==> src/rtl/occupancy_pkg.sv <==
// Shared types and constants for the occupancy-grid datapath.
//
// Contents:
//   X_WIDTH / Y_WIDTH / ERR_WIDTH : grid index widths and Bresenham error width
//   grid_x_t, grid_y_t            : unsigned grid indices
//   err_t                         : signed Bresenham error / delta type
//   tracer_state_t                : ray tracer FSM states
//   mag_x / mag_y                 : |a-b| of two grid indices, widened to err_t
//
// ERR_WIDTH has to satisfy 2^(ERR_WIDTH-1) > 2*max(2^X_WIDTH-1, 2^Y_WIDTH-1).
// With that margin, 2*err cannot overflow the signed error type.
package occupancy_pkg;

  localparam int X_WIDTH   = 5;
  localparam int Y_WIDTH   = 4;
  localparam int ERR_WIDTH = 8;

  typedef logic [X_WIDTH-1:0]          grid_x_t;
  typedef logic [Y_WIDTH-1:0]          grid_y_t;
  typedef logic signed [ERR_WIDTH-1:0] err_t;

  typedef enum logic [1:0] {
    IDLE  = 2'd0,
    SETUP = 2'd1,
    EMIT  = 2'd2
  } tracer_state_t;

  // Unsigned distance between two x indices, zero-extended into err_t.
  function automatic err_t mag_x(grid_x_t a, grid_x_t b);
    grid_x_t d;
    d = (a >= b) ? (a - b) : (b - a);
    return err_t'({{(ERR_WIDTH-X_WIDTH){1'b0}}, d});
  endfunction

  // Unsigned distance between two y indices, zero-extended into err_t.
  function automatic err_t mag_y(grid_y_t a, grid_y_t b);
    grid_y_t d;
    d = (a >= b) ? (a - b) : (b - a);
    return err_t'({{(ERR_WIDTH-Y_WIDTH){1'b0}}, d});
  endfunction

endpackage

==> src/rtl/ray_cell_tracer_if.sv <==
// Bundle of the ray request handshake and the cell output stream.
//
// Handshake semantics (both channels): a transfer happens on a rising clock
// edge where valid and ready are both high. The producer holds valid and its
// payload stable until that transfer; ready may toggle freely and is ignored
// while valid is low.
//
// Signals:
//   ray_valid / ray_ready                  : ray request channel
//   x_origin, y_origin, x_end, y_end       : ray payload (grid indices)
//   cell_valid / cell_ready                : cell stream channel
//   cell_x, cell_y, cell_is_free, cell_last: cell payload
//   state_dbg                              : tracer FSM state, observation only
//
// Modports:
//   slave  : the tracer (consumes rays, produces cells)
//   master : the environment (issues rays, consumes cells)
interface ray_cell_tracer_if;
  import occupancy_pkg::*;

  logic          ray_valid;
  logic          ray_ready;
  grid_x_t       x_origin;
  grid_y_t       y_origin;
  grid_x_t       x_end;
  grid_y_t       y_end;

  logic          cell_valid;
  logic          cell_ready;
  grid_x_t       cell_x;
  grid_y_t       cell_y;
  logic          cell_is_free;
  logic          cell_last;

  tracer_state_t state_dbg;

  modport slave (
    input  ray_valid, x_origin, y_origin, x_end, y_end, cell_ready,
    output ray_ready, cell_valid, cell_x, cell_y, cell_is_free, cell_last,
    output state_dbg
  );

  modport master (
    output ray_valid, x_origin, y_origin, x_end, y_end, cell_ready,
    input  ray_ready, cell_valid, cell_x, cell_y, cell_is_free, cell_last,
    input  state_dbg
  );

endinterface

==> src/rtl/bresenham_step.sv <==
// One integer Bresenham step, purely combinational.
//
// Inputs:
//   x, y           : current cell
//   err            : current error term
//   dx             : |x_end - x_origin| (non-negative)
//   dy             : -|y_end - y_origin| (non-positive)
//   sx_neg, sy_neg : 1 = step towards lower index, 0 = towards higher index
// Outputs:
//   x_next, y_next, err_next : state after one step
//
// Both axis conditions are judged against e2 = 2*err taken before the step;
// the y update adds dx to the error already corrected by the x update, so a
// diagonal move applies both corrections.
module bresenham_step
  import occupancy_pkg::*;
(
  input  grid_x_t x,
  input  grid_y_t y,
  input  err_t    err,
  input  err_t    dx,
  input  err_t    dy,
  input  logic    sx_neg,
  input  logic    sy_neg,
  output grid_x_t x_next,
  output grid_y_t y_next,
  output err_t    err_next
);

  err_t e2;
  err_t err_mid;

  always_comb begin
    e2       = err <<< 1;
    err_mid  = err;
    x_next   = x;
    y_next   = y;

    if (e2 >= dy) begin
      err_mid = err + dy;
      x_next  = sx_neg ? (x - 1'b1) : (x + 1'b1);
    end

    err_next = err_mid;
    if (e2 <= dx) begin
      err_next = err_mid + dx;
      y_next   = sy_neg ? (y - 1'b1) : (y + 1'b1);
    end
  end

endmodule

==> src/rtl/ray_cell_tracer.sv <==
// Ray cell tracer: accepts one laser ray (sensor cell -> hit cell) and walks
// it with integer Bresenham, emitting one grid cell per output handshake.
// Every traversed cell is reported free; the hit cell is reported occupied
// and flagged as the last cell of the ray.
//
// Ports:
//   clock : system clock, rising edge
//   reset : asynchronous, active-high; returns to IDLE and discards any ray
//   bus   : ray request channel in, cell stream channel out (slave modport)
//
// Flow: IDLE accepts and latches a ray, SETUP derives deltas, directions and
// the initial error, EMIT presents the current cell and advances one step per
// handshake until the hit cell has been consumed.
module ray_cell_tracer
  import occupancy_pkg::*;
(
  input  logic              clock,
  input  logic              reset,
  ray_cell_tracer_if.slave  bus
);

  tracer_state_t state_q;
  tracer_state_t state_d;

  grid_x_t cur_x;
  grid_y_t cur_y;
  grid_x_t end_x;
  grid_y_t end_y;
  err_t    dx_q;
  err_t    dy_q;
  err_t    err_q;
  logic    sx_neg_q;
  logic    sy_neg_q;

  grid_x_t step_x;
  grid_y_t step_y;
  err_t    step_err;

  logic at_end;
  logic cell_fire;

  assign at_end    = (cur_x == end_x) && (cur_y == end_y);
  assign cell_fire = (state_q == EMIT) && bus.cell_ready;

  bresenham_step u_step (
    .x        (cur_x),
    .y        (cur_y),
    .err      (err_q),
    .dx       (dx_q),
    .dy       (dy_q),
    .sx_neg   (sx_neg_q),
    .sy_neg   (sy_neg_q),
    .x_next   (step_x),
    .y_next   (step_y),
    .err_next (step_err)
  );

  // State register
  always_ff @(posedge clock or posedge reset) begin
    if (reset) begin
      state_q <= IDLE;
    end else begin
      state_q <= state_d;
    end
  end

  // Next-state logic
  always_comb begin
    state_d = state_q;
    case (state_q)
      IDLE:    if (bus.ray_valid) state_d = SETUP;
      SETUP:   state_d = EMIT;
      EMIT:    if (cell_fire && at_end) state_d = IDLE;
      default: state_d = IDLE;
    endcase
  end

  // Walk datapath. The origin is latched straight into the current cell in
  // IDLE, so SETUP only has to derive the deltas from it.
  always_ff @(posedge clock or posedge reset) begin
    if (reset) begin
      cur_x    <= '0;
      cur_y    <= '0;
      end_x    <= '0;
      end_y    <= '0;
      dx_q     <= '0;
      dy_q     <= '0;
      err_q    <= '0;
      sx_neg_q <= 1'b0;
      sy_neg_q <= 1'b0;
    end else begin
      case (state_q)
        IDLE: begin
          if (bus.ray_valid) begin
            cur_x <= bus.x_origin;
            cur_y <= bus.y_origin;
            end_x <= bus.x_end;
            end_y <= bus.y_end;
          end
        end
        SETUP: begin
          dx_q     <= mag_x(end_x, cur_x);
          dy_q     <= -mag_y(end_y, cur_y);
          err_q    <= mag_x(end_x, cur_x) - mag_y(end_y, cur_y);
          sx_neg_q <= (end_x < cur_x);
          sy_neg_q <= (end_y < cur_y);
        end
        EMIT: begin
          // A stalled output (cell_ready low) leaves everything untouched.
          if (cell_fire && !at_end) begin
            cur_x <= step_x;
            cur_y <= step_y;
            err_q <= step_err;
          end
        end
        default: ;
      endcase
    end
  end

  // ray_ready is gated with reset so it reads low throughout reset and rises
  // in the first cycle after release.
  assign bus.ray_ready    = (state_q == IDLE) && !reset;
  assign bus.cell_valid   = (state_q == EMIT);
  assign bus.cell_x       = cur_x;
  assign bus.cell_y       = cur_y;
  assign bus.cell_is_free = (state_q == EMIT) && !at_end;
  assign bus.cell_last    = (state_q == EMIT) && at_end;
  assign bus.state_dbg    = state_q;

endmodule

==> src/flat_wrapper.sv <==
// flat-port wrapper written by rule: the top's interface ports become plain ports
module ray_cell_tracer_flat import occupancy_pkg::*;
  (clock, reset, bus_ray_valid, bus_x_origin, bus_y_origin, bus_x_end, bus_y_end, bus_cell_ready, bus_ray_ready, bus_cell_valid, bus_cell_x, bus_cell_y, bus_cell_is_free, bus_cell_last, bus_state_dbg);
  ray_cell_tracer_if bus_i ();
  input  logic clock;
  input  logic reset;
  input wire logic [$bits(bus_i.ray_valid)-1:0] bus_ray_valid;
  input wire logic [$bits(bus_i.x_origin)-1:0] bus_x_origin;
  input wire logic [$bits(bus_i.y_origin)-1:0] bus_y_origin;
  input wire logic [$bits(bus_i.x_end)-1:0] bus_x_end;
  input wire logic [$bits(bus_i.y_end)-1:0] bus_y_end;
  input wire logic [$bits(bus_i.cell_ready)-1:0] bus_cell_ready;
  output wire logic [$bits(bus_i.ray_ready)-1:0] bus_ray_ready;
  output wire logic [$bits(bus_i.cell_valid)-1:0] bus_cell_valid;
  output wire logic [$bits(bus_i.cell_x)-1:0] bus_cell_x;
  output wire logic [$bits(bus_i.cell_y)-1:0] bus_cell_y;
  output wire logic [$bits(bus_i.cell_is_free)-1:0] bus_cell_is_free;
  output wire logic [$bits(bus_i.cell_last)-1:0] bus_cell_last;
  output wire logic [$bits(bus_i.state_dbg)-1:0] bus_state_dbg;
  assign bus_i.ray_valid = bus_ray_valid;
  assign bus_i.x_origin = bus_x_origin;
  assign bus_i.y_origin = bus_y_origin;
  assign bus_i.x_end = bus_x_end;
  assign bus_i.y_end = bus_y_end;
  assign bus_i.cell_ready = bus_cell_ready;
  assign bus_ray_ready = bus_i.ray_ready;
  assign bus_cell_valid = bus_i.cell_valid;
  assign bus_cell_x = bus_i.cell_x;
  assign bus_cell_y = bus_i.cell_y;
  assign bus_cell_is_free = bus_i.cell_is_free;
  assign bus_cell_last = bus_i.cell_last;
  assign bus_state_dbg = bus_i.state_dbg;
  ray_cell_tracer u_core (.clock(clock), .reset(reset), .bus(bus_i));
endmodule
==> config.mk <==
export PLATFORM = sky130hd
export DESIGN_NAME = ray_cell_tracer_flat
export DESIGN_NICKNAME = d
export VERILOG_FILES = /design/src/rtl/occupancy_pkg.sv /design/src/rtl/ray_cell_tracer_if.sv /design/src/rtl/bresenham_step.sv /design/src/rtl/ray_cell_tracer.sv /design/src/flat_wrapper.sv
export SDC_FILE = /design/constraint.sdc
export NUM_CORES = 1
export LEC_CHECK = 0
export ABC_CLOCK_PERIOD_IN_PS = 11400
export BUFFER_PORTS_ARGS = -buffer_cell sky130_fd_sc_hd__buf_2
export CELL_PAD_IN_SITES_DETAIL_PLACEMENT = 1
export CELL_PAD_IN_SITES_GLOBAL_PLACEMENT = 1
export CORE_MARGIN = 5
export CORE_UTILIZATION = 50
export DETAILED_ROUTE_END_ITERATION = 10
export PLACE_DENSITY = 0.92
export RECOVER_POWER = 100
export SLEW_MARGIN = 20
export SYNTH_ARGS = -nofsm -noshare
export SYNTH_HDL_FRONTEND = slang
export SYNTH_SLANG_ARGS = --single-unit
export TNS_END_PERCENT = 1
==> constraint.sdc <==
create_clock -name clock -period 11.4 [get_ports clock]
set_clock_uncertainty 0.1 [all_clocks]
set_input_delay 1.14 -clock clock [delete_from_list [all_inputs] [get_ports clock]]
set_output_delay 1.14 -clock clock [all_outputs]
set_load 0.005 [all_outputs]
# [Word-level counts from Yosys, hierarchy flattened]
# Cells that the tools add are included.
# W data, S select, Z words.
[classes] muxes=19 eq_ne=9 n_reduce_logical=17 add_sub_neg=12 magnitude_cmp=6
[ops] operator="$mux W5" n=5
[ops] operator="$mux W8" n=3
[ops] operator="$mux W4" n=5
[ops] operator="$pmux W8 S2" n=1
[ops] operator="$pmux W5 S2" n=1
[ops] operator="$sub A5 B5 Y5" n=2
[ops] operator="$add A8 B6 Y8" n=1
[ops] operator="$add A8 B8 Y8" n=1
[ops] operator="$ge A8 B8 Y1" n=1
[ops] operator="$le A8 B6 Y1" n=1
[ops] operator="$ne A2 B1 Y1 const B" n=4
[ops] operator="$neg A4 Y8" n=1
[ops] operator="$pmux W4 S2" n=1
[ops] operator="$reduce_and A4 Y1" n=2
[ops] operator="$sub A4 B4 Y4" n=2
[ops] operator="$logic_and A1 B1 Y1" n=7
[ops] operator="$pmux W2 S3" n=1
[ops] operator="$reduce_and A2 Y1" n=3
[ops] operator="$sub A5 B4 Y6" n=1
[ops] operator="$add A5 B1 Y5 const B" n=1
[ops] operator="$eq A5 B5 Y1" n=1
[ops] operator="$ge A5 B5 Y1" n=1
[ops] operator="$lt A5 B5 Y1" n=1
[ops] operator="$sub A5 B1 Y5 const B" n=1
[ops] operator="12 further kinds" n=15
[word_totals] out_inout_bits=15 word_cells=73 reg_bits=43 in_bits=22

# [Logic depth before layout (Yosys ltp)]
[depth] ltp_word=6 mapped_depth=17 ltp_nobuf=16

# [Modules after synthesis]
# Synthesis repeated with hierarchy kept, for this count alone.
[hier_totals] cells_unflattened=472 hier_area_um2=4000.1
[by_module_without_submodules] module="ray_cell_tracer" area_each_um2=2627.5 instances=1 seq_area_each_um2=1051.0 cells_each=289
[by_module_without_submodules] module="bresenham_step" area_each_um2=1372.6 instances=1 seq_area_each_um2=0.0 cells_each=183

# [Worst setup path before layout]
# OpenSTA, ideal clock, no wires.
[synth_path] path_kind="register to register" start="register u_core.err_q[0]" end="register u_core.err_q[6]" setup_time_ps=87 period_less_slack_ps=3973 t_required_ps=11213 path_stages_with_launch=17 path_buffers=1 slack_ps=7427 arrival_time_ps=3786 path_cell_list="dfrtp_1 -> ha_1 -> nor2b_1 -> o211ai_1 -> a21oi_1 -> or2_2 -> buf_2 -> mux2_2 -> ha_1 -> fa_1 -> a21o_1 -> a21o_1 -> a21oi_1 -> a21oi_1 -> a2111o_1 -> a311o_1 -> o211ai_1"
[synth_via] elab_chain_len=6 elab_cells_between_ends=8 cone_classes="2 x add/sub; 2 x order compare; 4 x mux"
[synth_rtl] item="start: declaration" line_no="ray_cell_tracer.sv:31" text="err_t err_q;"
[synth_rtl] item="start signal: assignment" line_no="ray_cell_tracer.sv:104" text="err_q <= mag_x(end_x, cur_x) - mag_y(end_y, cur_y);"
[synth_rtl] item="start signal: assignment" line_no="ray_cell_tracer.sv:113" text="err_q <= step_err;"
[synth_rtl] item="$add A8 B8 Y8 / $ge A8 B8 Y1 (equally long branches)" line_no="bresenham_step.sv:40, bresenham_step.sv:39"
[synth_rtl] item="$mux W8" line_no="bresenham_step.sv:39" text="if (e2 >= dy) begin"
[synth_rtl] item="$add A8 B6 Y8" line_no="bresenham_step.sv:46" text="err_next = err_mid + dx;"
[synth_rtl] item="$mux W8 (*)" line_no="bresenham_step.sv:45" text="if (e2 <= dx) begin"
[synth_rtl] item="$mux W8 (*)" line_no="ray_cell_tracer.sv:110" text="if (cell_fire && !at_end) begin"
[synth_rtl] item="$pmux W8 S2 (*)" line_no="ray_cell_tracer.sv:92" text="case (state_q)"
# Mark *: on every way between the ends. The rest lies on a longest branch, timed or not. The select of a mux whose other input is x is not followed.
# A chain may end at the register's enable or synchronous reset.

# [Final worst setup path]
[layout_path] start="register u_core.err_q[4]" end="register u_core.err_q[6]"
# The elaborated chain is that of the path after synthesis.

==> results.ini <==
[outcome]
status=finished, violations left
violations=max-capacitance violations, max-slew violations

[synthesis]
netlist_area_um2=3518
async_flop_share_pct=100.0
yosys_warnings=0
ys_seq_area_share_pct=29.16
syn_inst=388
synth-edff-count=0
avgSynthCellArea_um2=9.068
syn-num-nets=469
synth_cell_type_count=45
ys_seq_elements=41
synth_flop_cell=dfrtp_1

[place]
dp_hpwl_um=7780
port_buffers=36
place_congestion=0.8709

[global_route]
antenna_found_initial=0
grt_pass1_wl_um=16640
grt_pass1_vias=3432
grt_overflow=0
grt_usage_pct=24.13
grt_max_degree=42

[clock_tree]
clk-insertion-delay-late_ns=0.31
postCtsSetupBuffers=0
numCtsBuffers=5
cts_tree=yes
ctsHoldBuffers=0
htreeDepth=2
clkSlewWorstSetupHoldPaths_ns=0.09
max-clock-path-buffers=2
clock-sinks=41
cts_resized=0
root_buffer=clkbuf_8

[sta]
finalHoldViolCount=0
max_freq_mhz=220.7
tns_ns=0
setup_viol=0
fin_crit_sh_pct=39.75
tightestPinTransition_ns=2.343
slew_headroom_pct=-56.20
period_minus_slack_ns=4.531
rsz0062_at_grt=no
slew_viol_final=42

[route]
drcViolationCount=0
vias=3002
drt_iter0_markers=122
route.detailed.vias_per_inst=5.773
postRouteAntennaNets=0
wl_per_cell_um=18.64
first_pass_iters=4
routed_wl_um=9692

[worst_setup_path]
arrival_ns=4.66
cp_max_fo=8
start_kind=register
path_buf_inv=0
startpoint=u_core.err_q[4]
reg2reg_depth=15
critical-path-top-delay-family=compound AO/OA/AOI/OAI gates
cp-endpoint=u_core.err_q[6]
critPathKind=register to register
r2r_end=u_core.err_q[6]
cp-end-kind=register
max_stage_delay_ns=0.47
ff2ff_setup_slack_ns=6.87
crit_cells=15
rr_startpoint=u_core.err_q[4]
cp_cell_sequence=ha_1 -> a21o_1 -> nand2_1 -> a31oi_1 -> or2_0 -> mux2_1 -> ha_1 -> fa_1 -> a21o_1 -> a21o_1 -> a21oi_1 -> a21oi_1 -> a2111o_1 -> a311o_1 -> o211ai_1
required_ns=11.53
critPathSlowestCell=or2_0
crit_top_cell=a21o_1

[die]
coreArea_um2=6832
dieWidth_um=93.89
dieArea_um2=8814
rows=30
die_y_um=93.89
ios=37
start_util_pct=51.50

[min_path]
hold_path_class=register to register

[layout]
area_growth_pct=10.35
fill_cells=845
drive_gt1_share_pct=10.14
diodes=0
layout_commonest_cell=ha_1
nets=504
layout_common_cells=ha_1 (50), dfrtp_1 (41), inv_1 (39)

[run]
maxCapViolations=1

## how the worst min path moves through the flow
stage / startpoint / end / slack [ns] / depth (start not counted)
2_1_floorplan: u_core.dy_q[7] / u_core.dy_q[7] / 0.35 / 2
3_3_place_gp: u_core.dy_q[7] / u_core.dy_q[7] / 0.37 / 2
3_5_place_dp: u_core.dy_q[7] / u_core.dy_q[7] / 0.38 / 2
4_1_cts: u_core.dy_q[7] / u_core.dy_q[7] / 0.40 / 2
5_1_grt: u_core.dy_q[7] / u_core.dy_q[7] / 0.45 / 2
6_report: u_core.dy_q[7] / u_core.dy_q[7] / 0.40 / 2
## cell usage after synthesis (9+ instances only)
master	instances	share of area [%]
a21o_1	17	3.6
xnor2_1	13	3.2
a21oi_1	32	4.6
fa_1	9	5.1
dfrtp_1	41	29
clkbuf_1	10	1.1
o21ai_0	28	4.0
inv_1	39	4.2
nor2_1	22	2.3
mux2i_1	9	2.6
nand2_1	25	2.7
ha_1	50	18
## layer usage
metal  wire, um  vias to the layer above  global-route usage [%]
met1       4300                     1472                   31.33
met4        186                        0                   6.619
li1           -                     1436                       -
met3        370                       18                   3.446
met5          0                        -                       0
met2       4835                       76                   41.75
## flip-flops by register name, summed over array words and instances (netlist names)
| name | cells |
|---|---|
| u_core.bus.cell_y | 4 |
| u_core.sx_neg_q | 1 |
| u_core.bus.state_dbg | 2 |
| u_core.sy_neg_q | 1 |
| u_core.err_q | 7 |
| u_core.end_y | 4 |
| u_core.bus.cell_x | 5 |
| u_core.end_x | 5 |
| u_core.dy_q | 7 |
| u_core.dx_q | 5 |
## final cells by class
cell class,instances,area [um^2],share of cell area [%]
inverters,40,150.1,3.867
multi-input cells,296,2288,58.94
well taps,96,120.1,3.094
clock buffers,5,68.82,1.772
clock inverters,3,46.29,1.192
flip-flops and latches,41,1026,26.43
repair buffers,39,182.7,4.705
## worst register-to-register path, stage by stage, from the launching register on
cell,delay (ns)
dfrtp_1,0.44
ha_1,0.32
a21o_1,0.12
nand2_1,0.06
a31oi_1,0.28
or2_0,0.47
mux2_1,0.40
ha_1,0.23
fa_1,0.43
a21o_1,0.18
a21o_1,0.20
a21oi_1,0.21
a21oi_1,0.10
a2111o_1,0.47
a311o_1,0.37
o211ai_1,0.10
## cell families after synthesis
group	after synthesis	share of synthesized area, %
and+or+nand+nor	84	11.66
muxes	16	4.801
buffers and inverters	51	5.476
adders and majority gates	59	22.90
AOI/OAI and AO/OA	118	21.27
xor gates and xnor gates	19	4.730
DFF	41	29.16
## through the flow
| stage | utilization [%] | instances | hold WS (ns) | setup WS [ns] | area (um^2) |
|---|---|---|---|---|---|
| global route | 56.83 | 520 | 0.4540 | 6.637 | 3882 |
| CTS | 57.29 | 520 | 0.4003 | 7.128 | 3914 |
| global placement | 55.60 | 512 | 0.3670 | 7.357 | 3799 |
| detailed placement | 55.60 | 512 | 0.3800 | 7.226 | 3799 |
| floorplan | - | 388 | 0.3498 | 7.427 | 3518 |
| finish | 56.83 | 520 | 0.3956 | 6.869 | 3882 |
Power is not shown: default switching activity piles up to over one toggle a cycle in this logic, so the estimate is an artifact.
